$ cat src/rtl/output_wrapper.sv
// Serialises one 2*WORD_W-bit core result into two WORD_W-bit bus words, high word first.
// Defining OUTWRAP_OVF_EN adds a sticky ovf flag for results that arrive while busy.
module output_wrapper #(
    parameter int WORD_W = 32
) (
    input  logic                  clk,
    input  logic                  rst,
    input  logic                  resultValid,
    input  logic [2*WORD_W-1:0]   result,
    output logic                  oBufferReady,
    output logic [WORD_W-1:0]     outBus,
    output logic                  dataReady,
    input  logic                  dataAccept,
    output logic [7:0]            sentCount
`ifdef OUTWRAP_OVF_EN
    ,
    output logic                  ovf
`endif
);

    typedef enum logic [1:0] {
        IDLE    = 2'd0,
        SEND_HI = 2'd1,
        SEND_LO = 2'd2,
        GAP     = 2'd3
    } state_t;

    state_t              state_reg;
    state_t              state_next;
    logic [2*WORD_W-1:0] held_reg;
    logic [7:0]          sent_count_reg;
    logic                load_en;
    logic                count_en;

    // Outputs decode purely from the present state, so reset takes effect on them immediately.
    always_comb begin
        state_next   = state_reg;
        oBufferReady = 1'b0;
        dataReady    = 1'b0;
        outBus       = '0;
        load_en      = 1'b0;
        count_en     = 1'b0;
        case (state_reg)
            IDLE: begin
                oBufferReady = 1'b1;
                if (resultValid) begin
                    load_en    = 1'b1;
                    state_next = SEND_HI;
                end
            end
            SEND_HI: begin
                dataReady = 1'b1;
                outBus    = held_reg[2*WORD_W-1:WORD_W];
                if (dataAccept) begin
                    state_next = SEND_LO;
                end
            end
            SEND_LO: begin
                dataReady = 1'b1;
                outBus    = held_reg[WORD_W-1:0];
                if (dataAccept) begin
                    count_en   = 1'b1;
                    state_next = GAP;
                end
            end
            GAP: begin
                state_next = IDLE;
            end
            default: begin
                state_next = IDLE;
            end
        endcase
    end

    always_ff @(posedge clk or posedge rst) begin
        if (rst) begin
            state_reg <= IDLE;
        end else begin
            state_reg <= state_next;
        end
    end

    always_ff @(posedge clk or posedge rst) begin
        if (rst) begin
            held_reg <= '0;
        end else if (load_en) begin
            held_reg <= result;
        end
    end

    always_ff @(posedge clk or posedge rst) begin
        if (rst) begin
            sent_count_reg <= 8'd0;
        end else if (count_en) begin
            sent_count_reg <= sent_count_reg + 8'd1;
        end
    end

    assign sentCount = sent_count_reg;

`ifdef OUTWRAP_OVF_EN
    logic ovf_reg;

    // A result offered outside IDLE is lost; remember that until the next reset.
    always_ff @(posedge clk or posedge rst) begin
        if (rst) begin
            ovf_reg <= 1'b0;
        end else if (resultValid && (state_reg != IDLE)) begin
            ovf_reg <= 1'b1;
        end
    end

    assign ovf = ovf_reg;
`endif

endmodule

$ cat config.mk
export PLATFORM = sky130hd
export DESIGN_NAME = output_wrapper
export DESIGN_NICKNAME = d
export VERILOG_FILES = /design/src/rtl/output_wrapper.sv
export SDC_FILE = /design/constraint.sdc
export NUM_CORES = 1
export LEC_CHECK = 0
export ABC_CLOCK_PERIOD_IN_PS = 2860
export CORE_MARGIN = 3
export CORE_UTILIZATION = 46
export DETAILED_ROUTE_END_ITERATION = 8
export PLACE_DENSITY = 0.78
export SETUP_SLACK_MARGIN = 0.5
export SLEW_MARGIN = 20
export SYNTH_ARGS = -nofsm -noshare
export SYNTH_HDL_FRONTEND = slang
export SYNTH_SLANG_ARGS = --single-unit
$ cat constraint.sdc
create_clock -name clk -period 2.86 [get_ports clk]
set_input_delay 0.429 -clock clk [delete_from_list [all_inputs] [get_ports clk]]
set_output_delay 0.429 -clock clk [all_outputs]
set_load 0.005 [all_outputs]
==> qor.yml, run 1 <==
run_status:
  outcome: "complete, no violations"
global_routing:
  grt_max_degree: 65
  grt_first_pass_wirelength_um: 12900
  antenna_found_initial: 0
  track_usage_pct: 19.5
  grt_pass1_vias: 2614
  grt_overflow: 0
final_layout:
  multiInputGateArea_um2: 1490
  nets: 448
  largest_register_ffs: 64
  area_growth_pct: 47.9
  diodes: 0
  regArea_um2: 1850
  fin_cells: 476
  final_layout_size_suffix_gt1_share_pct: 30.8
  final_util_pct: 72.4
  fillers: 500
logic_synthesis:
  ys_seq_area_share_pct: 54.2
  avgSynthCellArea_um2: 13.5
  ys_types: 23
  synth_common_cells: "dfrtp_1, mux2_2, a22oi_1, nor2b_1, buf_2"
  ys_ff_latch: 74
  synth-main-ff-cell: "dfrtp_1"
  syn_area_um2: 3420
  yosysMostFrequentCell: "dfrtp_1"
  synth-edff-count: 0
  synth_nets: 326
  ys_async_sr_fraction_pct: 100
  yosysTopAreaCell: "dfrtp_1"
  syn_inst: 253
  yosys-top-cells-area: "dfrtp_1, mux2_2, a22oi_1"
  yosys_warnings: 0
  netlist.area_leader.share_pct: 54.2
pwr:
  peakVddDrop_v: 0.000507
  power.total_mw: 5.66
  power.leakage_nw: 2.42
  powerDensity_nw_per_um2: 1120
setup_path:
  crit_cells: 6
  arrival_ns: 1.98
  worstPathRequired_ns: 2.43
  start_kind: "register"
  cp_max_fo: 13
  critPathCaptureType: "output pin"
  slowest_delay_ns: 0.50
  worstPathCellList: "inv_2 > buf_12 > ha_4 > clkbuf_16 > nor2b_2 > clkdlybuf4s50_1"
  cp.buffers_inverters: 4
  crit_slowest_cell: "clkdlybuf4s50_1"
  worstSetupPathType: "reg2out"
  r2r_cells: 5
  critical-path-top-delay-family: "buffers and inverters"
place:
  io_buffers: 109
  gp_congestion: 0.735
  placed_cells: 449
  dp_hpwl_um: 5350
floorplanning:
  chipHeight_um: 92.2
  pin_count: 110
  core_area_um2: 6980
  die_area_um2: 8500
  start_util_pct: 49.0
  rows: 30
  die_w_um: 92.2
job:
  max_cap_violations: 0
route:
  drt_first_pass_iters: 4
  drc: 0
  wl_um: 8130
  drt_iter0_drc: 70
  num_vias: 2452
  ant_nets: 0
  vias_per_cell: 5.15
  wire_per_inst_um: 17.1
min_path:
  hold_class: "in2async"
clock_tree:
  cts_max_level: 3
  clock-sinks: 74
  cts_tree: "done"
  clockRootBuffer: "clkbuf_8"
  clkTransAtPathRegs_ns: 0.08
  clk-insertion-delay-late_ns: 0.34
  ctsHoldBuffers: 0
  clockBufferDepth: 2
  cts_inserted_buffers: 9
timing:
  max_freq_mhz: 414
  skew_ns: 0.00319
  tightest_slew_ns: 0.867
  hold_slack_ns: 0.456
  fin_crit_sh_pct: 84.4
  hold_viol: 0
  fin_crit_ns: 2.41
  setup_viol: 0
  fin_setup_tns_ns: 0
  slew_headroom_pct: 42.2
  final_max_slew_viol_count: 0
  grt_setup_unrepaired: "true"
[path summary, 6_finish.rpt]
check | slack, ns | endpoint | startpoint
min in group clk | 0.48 | sentCount[7]$_DFFE_PP0P_ | sentCount[7]$_DFFE_PP0P_
max reg2reg | 0.75 | held_reg[61]$_DFFE_PP0P_ | state_reg[0]$_DFFE_PP0P_
max in group asynchronous | 1.61 | held_reg[8]$_DFFE_PP0P_ | rst
min | 0.46 | held_reg[54]$_DFFE_PP0P_ | rst
min reg2reg | 0.48 | sentCount[7]$_DFFE_PP0P_ | sentCount[7]$_DFFE_PP0P_
max | 0.45 | outBus[12] | state_reg[1]$_DFFE_PP0P_
[logic make-up (layout without fill, tap and decap cells)]
group / after synthesis / in the layout / share of synthesized area (%)
buffers and inverters: 21 / 148 / 4.43
DFF: 74 / 74 / 54.2
and+or+nand+nor: 46 / 46 / 7.98
xor gates and xnor gates: 7 / 7 / 1.79
muxes: 67 / 67 / 22.6
adders and majority gates: 5 / 5 / 1.83
AOI/OAI and AO/OA: 33 / 33 / 7.21
[worst reg2reg max path, delay by kind of cell, from the launching register on]
family	cells	cell delay, ns
DFF	1	0.41
muxes	1	0.46
adders and majority gates	1	0.26
buffers and inverters	2	0.24
and+or+nand+nor	1	0.65
[layout make-up]
type                       instances  share of cell area (%)
clock inverter                     5                    2.03
timing repair buffer             128                    26.7
inverter                           4                   0.297
tap                               96                    2.38
clock buffer                      11                    2.60
multi-input combinational        158                    29.4
sequential                        74                    36.6
[stage by stage]
stage	area, um^2	setup slack, ns
floorplan	3420	0.549
global placement	4570	0.686
global route	5060	0.366
CTS	4970	0.437
finish	5060	0.447
detailed placement	4570	0.624
[per-layer routing]
layer | up-vias | wire [um] | GRT usage (%)
li1 | 1136 | - | -
met1 | 1237 | 3340 | 23.7
met2 | 70 | 4270 | 33.3
met3 | 9 | 383 | 4.51
met4 | 0 | 140 | 7.80
met5 | - | 0 | 0
[report_power, final]
part	total, mW	internal, mW	switching, mW
registers	1.86	1.56	0.298
clock network	0.953	0.579	0.374
logic	2.84	1.76	1.08
total	5.66	3.90	1.76
[what timing repair did]
item                                    CTS  global route
endpoints found under the setup margin   32            19
pin swaps                                 1             1
buffers inserted                          8             1
resized for setup                        34            26
cloned                                    1             1
[placed cells by master (no fill, tap or decap), types with 2 or more instances in the layout]
cell             netlist  routed
ha_4                   0       3
buf_12                 0       4
nor2b_1               32      23
inv_2                  0       3
nand2_1                5       5
dfrtp_1               74      74
clkbuf_8               6       9
buf_6                  0       2
mux2_2                61      61
ha_1                   5       2
nor2_1                 3       3
clkdlybuf4s50_1        0      78
dlymetal6s2s_1         0      17
xor2_1                 2       2
xnor2_1                5       5
dlygate4sd2_1          0      13
buf_4                  1      11
a22oi_1               32      31
mux2_4                 5       5
clkbuf_1               3       2
nor2b_2                0       8
bufinv_16              0       3
Note: power is estimated with default switching activity, not from simulation.
==> run 2, diff against run 1 <==
- ABC_CLOCK_PERIOD_IN_PS: 2860 -> 1900
- CORE_UTILIZATION: 46 -> 42
- PLACE_DENSITY: 0.78 -> 0.75
- clock period: 2.86 -> 1.9 ns (I/O delays scaled with it)
==> qor.yml, run 2 (same netlist as run 1, synthesis figures left out) <==
run_status:
  outcome: "finished with violations"
  failed_checks: "negative setup slack"
place:
  post-place-ws_ns: -0.0723
  dp_hpwl_um: 5600
  placed_cells: 462
  io_buffers: 109
  gp_congestion: 0.754
final_layout:
  fillers: 425
  final_util_pct: 79.8
  nets: 503
  layout_commonest_cell: "dfrtp_1"
  area_growth_pct: 82.2
  largest_register_ffs: 64
  fin_cells: 536
  final_layout_size_suffix_gt1_share_pct: 57.4
  diodes: 0
  final_cell_mix: "dfrtp_1, clkdlybuf4s50_1, mux2_4, a22oi_2, buf_2"
floorplanning:
  start_util_pct: 43.8
  die_area_um2: 9260
  core_area_um2: 7810
  pin_count: 110
  rows: 32
  die_w_um: 96.2
  chipHeight_um: 96.2
global_routing:
  grt_first_pass_wirelength_um: 17400
  grt_max_degree: 75
  antenna_found_initial: 0
  grt_overflow: 0
  grt_pass1_vias: 3079
  track_usage_pct: 25.7
setup_path:
  r2r_cells: 10
  crit_slowest_cell: "dfrtp_1"
  reg2reg_from: "state_reg[1]$_DFFE_PP0P_"
  worstPathRequired_ns: 1.62
  arrival_ns: 1.79
  crit_cells: 7
  r2r-end: "held_reg[33]$_DFFE_PP0P_"
  startpoint: "state_reg[1]$_DFFE_PP0P_"
  r2r_slack_ns: -0.03
  worstPathCellList: "inv_2 > ha_4 > buf_6 > buf_16 > a22oi_2 > nor2b_1 > buf_2"
  cp.buffers_inverters: 4
  start_kind: "register"
  crit_path_end: "outBus[12]"
  worstSetupPathType: "reg2out"
  critical-path-top-delay-family: "buffers and inverters"
  critPathCaptureType: "output pin"
  cp_max_fo: 6
  slowest_delay_ns: 0.42
timing:
  tightest_slew_ns: 0.437
  max_freq_mhz: 483
  layout_setup_ws_ns: -0.172
  fin_setup_tns_ns: -3.86
  skew_ns: 0.0258
  hold_viol: 0
  fin_crit_ns: 2.07
  fin_crit_sh_pct: 109
  setup_viol: 49
  grt_setup_unrepaired: "true"
  slew_headroom_pct: 70.8
  final_max_slew_viol_count: 0
job:
  max_cap_violations: 0
clock_tree:
  cts_max_level: 3
  clockRootBuffer: "clkbuf_8"
  clk-insertion-delay-late_ns: 0.36
  clockBufferDepth: 2
  cts_tree: "done"
  clock-sinks: 74
  cts_inserted_buffers: 9
  ctsHoldBuffers: 0
  clkTransAtPathRegs_ns: 0.10
pwr:
  powerDensity_nw_per_um2: 1880
  power.total_mw: 11.7
  peakVddDrop_v: 0.00108
  power.leakage_nw: 2.96
route:
  drt_first_pass_iters: 4
  drt_iter0_drc: 123
  wire_per_inst_um: 23.4
  drc: 0
  ant_nets: 0
  vias_per_cell: 5.49
  num_vias: 2943
  wl_um: 12600
min_path:
  hold_class: "in2async"
==> run 2: how the worst min path moves through the flow <==
stage / depth (start not counted) / endpoint
6_report: 3 / held_reg[12]$_DFFE_PP0P_
5_1_grt: 3 / held_reg[35]$_DFFE_PP0P_
4_1_cts: 3 / held_reg[6]$_DFFE_PP0P_
3_5_place_dp: 1 / sentCount[7]$_DFFE_PP0P_
3_3_place_gp: 1 / sentCount[7]$_DFFE_PP0P_
2_1_floorplan: 1 / held_reg[56]$_DFFE_PP0P_
==> run 2: repair_timing <==
action / 4_1_cts / 5_1_grt
setup endpoints to repair: 114 / 108
resized for setup: 294 / 28
pin swaps: 16 / 24
setup buffers: 36 / 9
cloned: 14 / 0
==> run 2: per-layer routing <==
layer  routed length, um  global-route usage [%]
met5                   0                       0
met1                5080                    32.6
met3                 622                    5.16
met4                 418                    13.6
met2                6440                    41.2
==> run 2: final cells by class <==
type / instances / area, um^2 / area share (%)
inverters: 4 / 26.3 / 0.422
repair buffers: 182 / 1980 / 31.9
clock buffers: 11 / 141 / 2.27
well taps: 102 / 128 / 2.05
flip-flops and latches: 74 / 1850 / 29.7
multi-input cells: 159 / 2000 / 32.1
clock inverters: 4 / 98.8 / 1.59
==> run 2: through the flow <==
stage | hold slack, ns | instance area [um^2]
global placement | 0.462 | 4700
CTS | 0.403 | 6050
floorplan | 0.434 | 3440
finish | 0.386 | 6230
global route | 0.415 | 6230
detailed placement | 0.470 | 4700
==> run 2: worst register-to-register path, stage by stage, from the launching register on <==
cell and delay, ns:
dfrtp_1 0.40, inv_2 0.10, buf_6 0.13, buf_6 0.10, buf_6 0.10, buf_6 0.10
ha_4 0.20, nand2_8 0.10, buf_6 0.15, buf_12 0.14, mux2_4 0.30
==> run 2: power by group <==
group,internal (mW),switching [mW]
combinational,4.48,2.70
clock,0.908,0.630
sequential,2.36,0.642
total,7.75,3.97
==> run 3, diff against run 2 <==
- CAP_MARGIN: unset -> 20
==> results of run 3 <==
No change in the layout: final DEF, timing and power equal those of run 2.
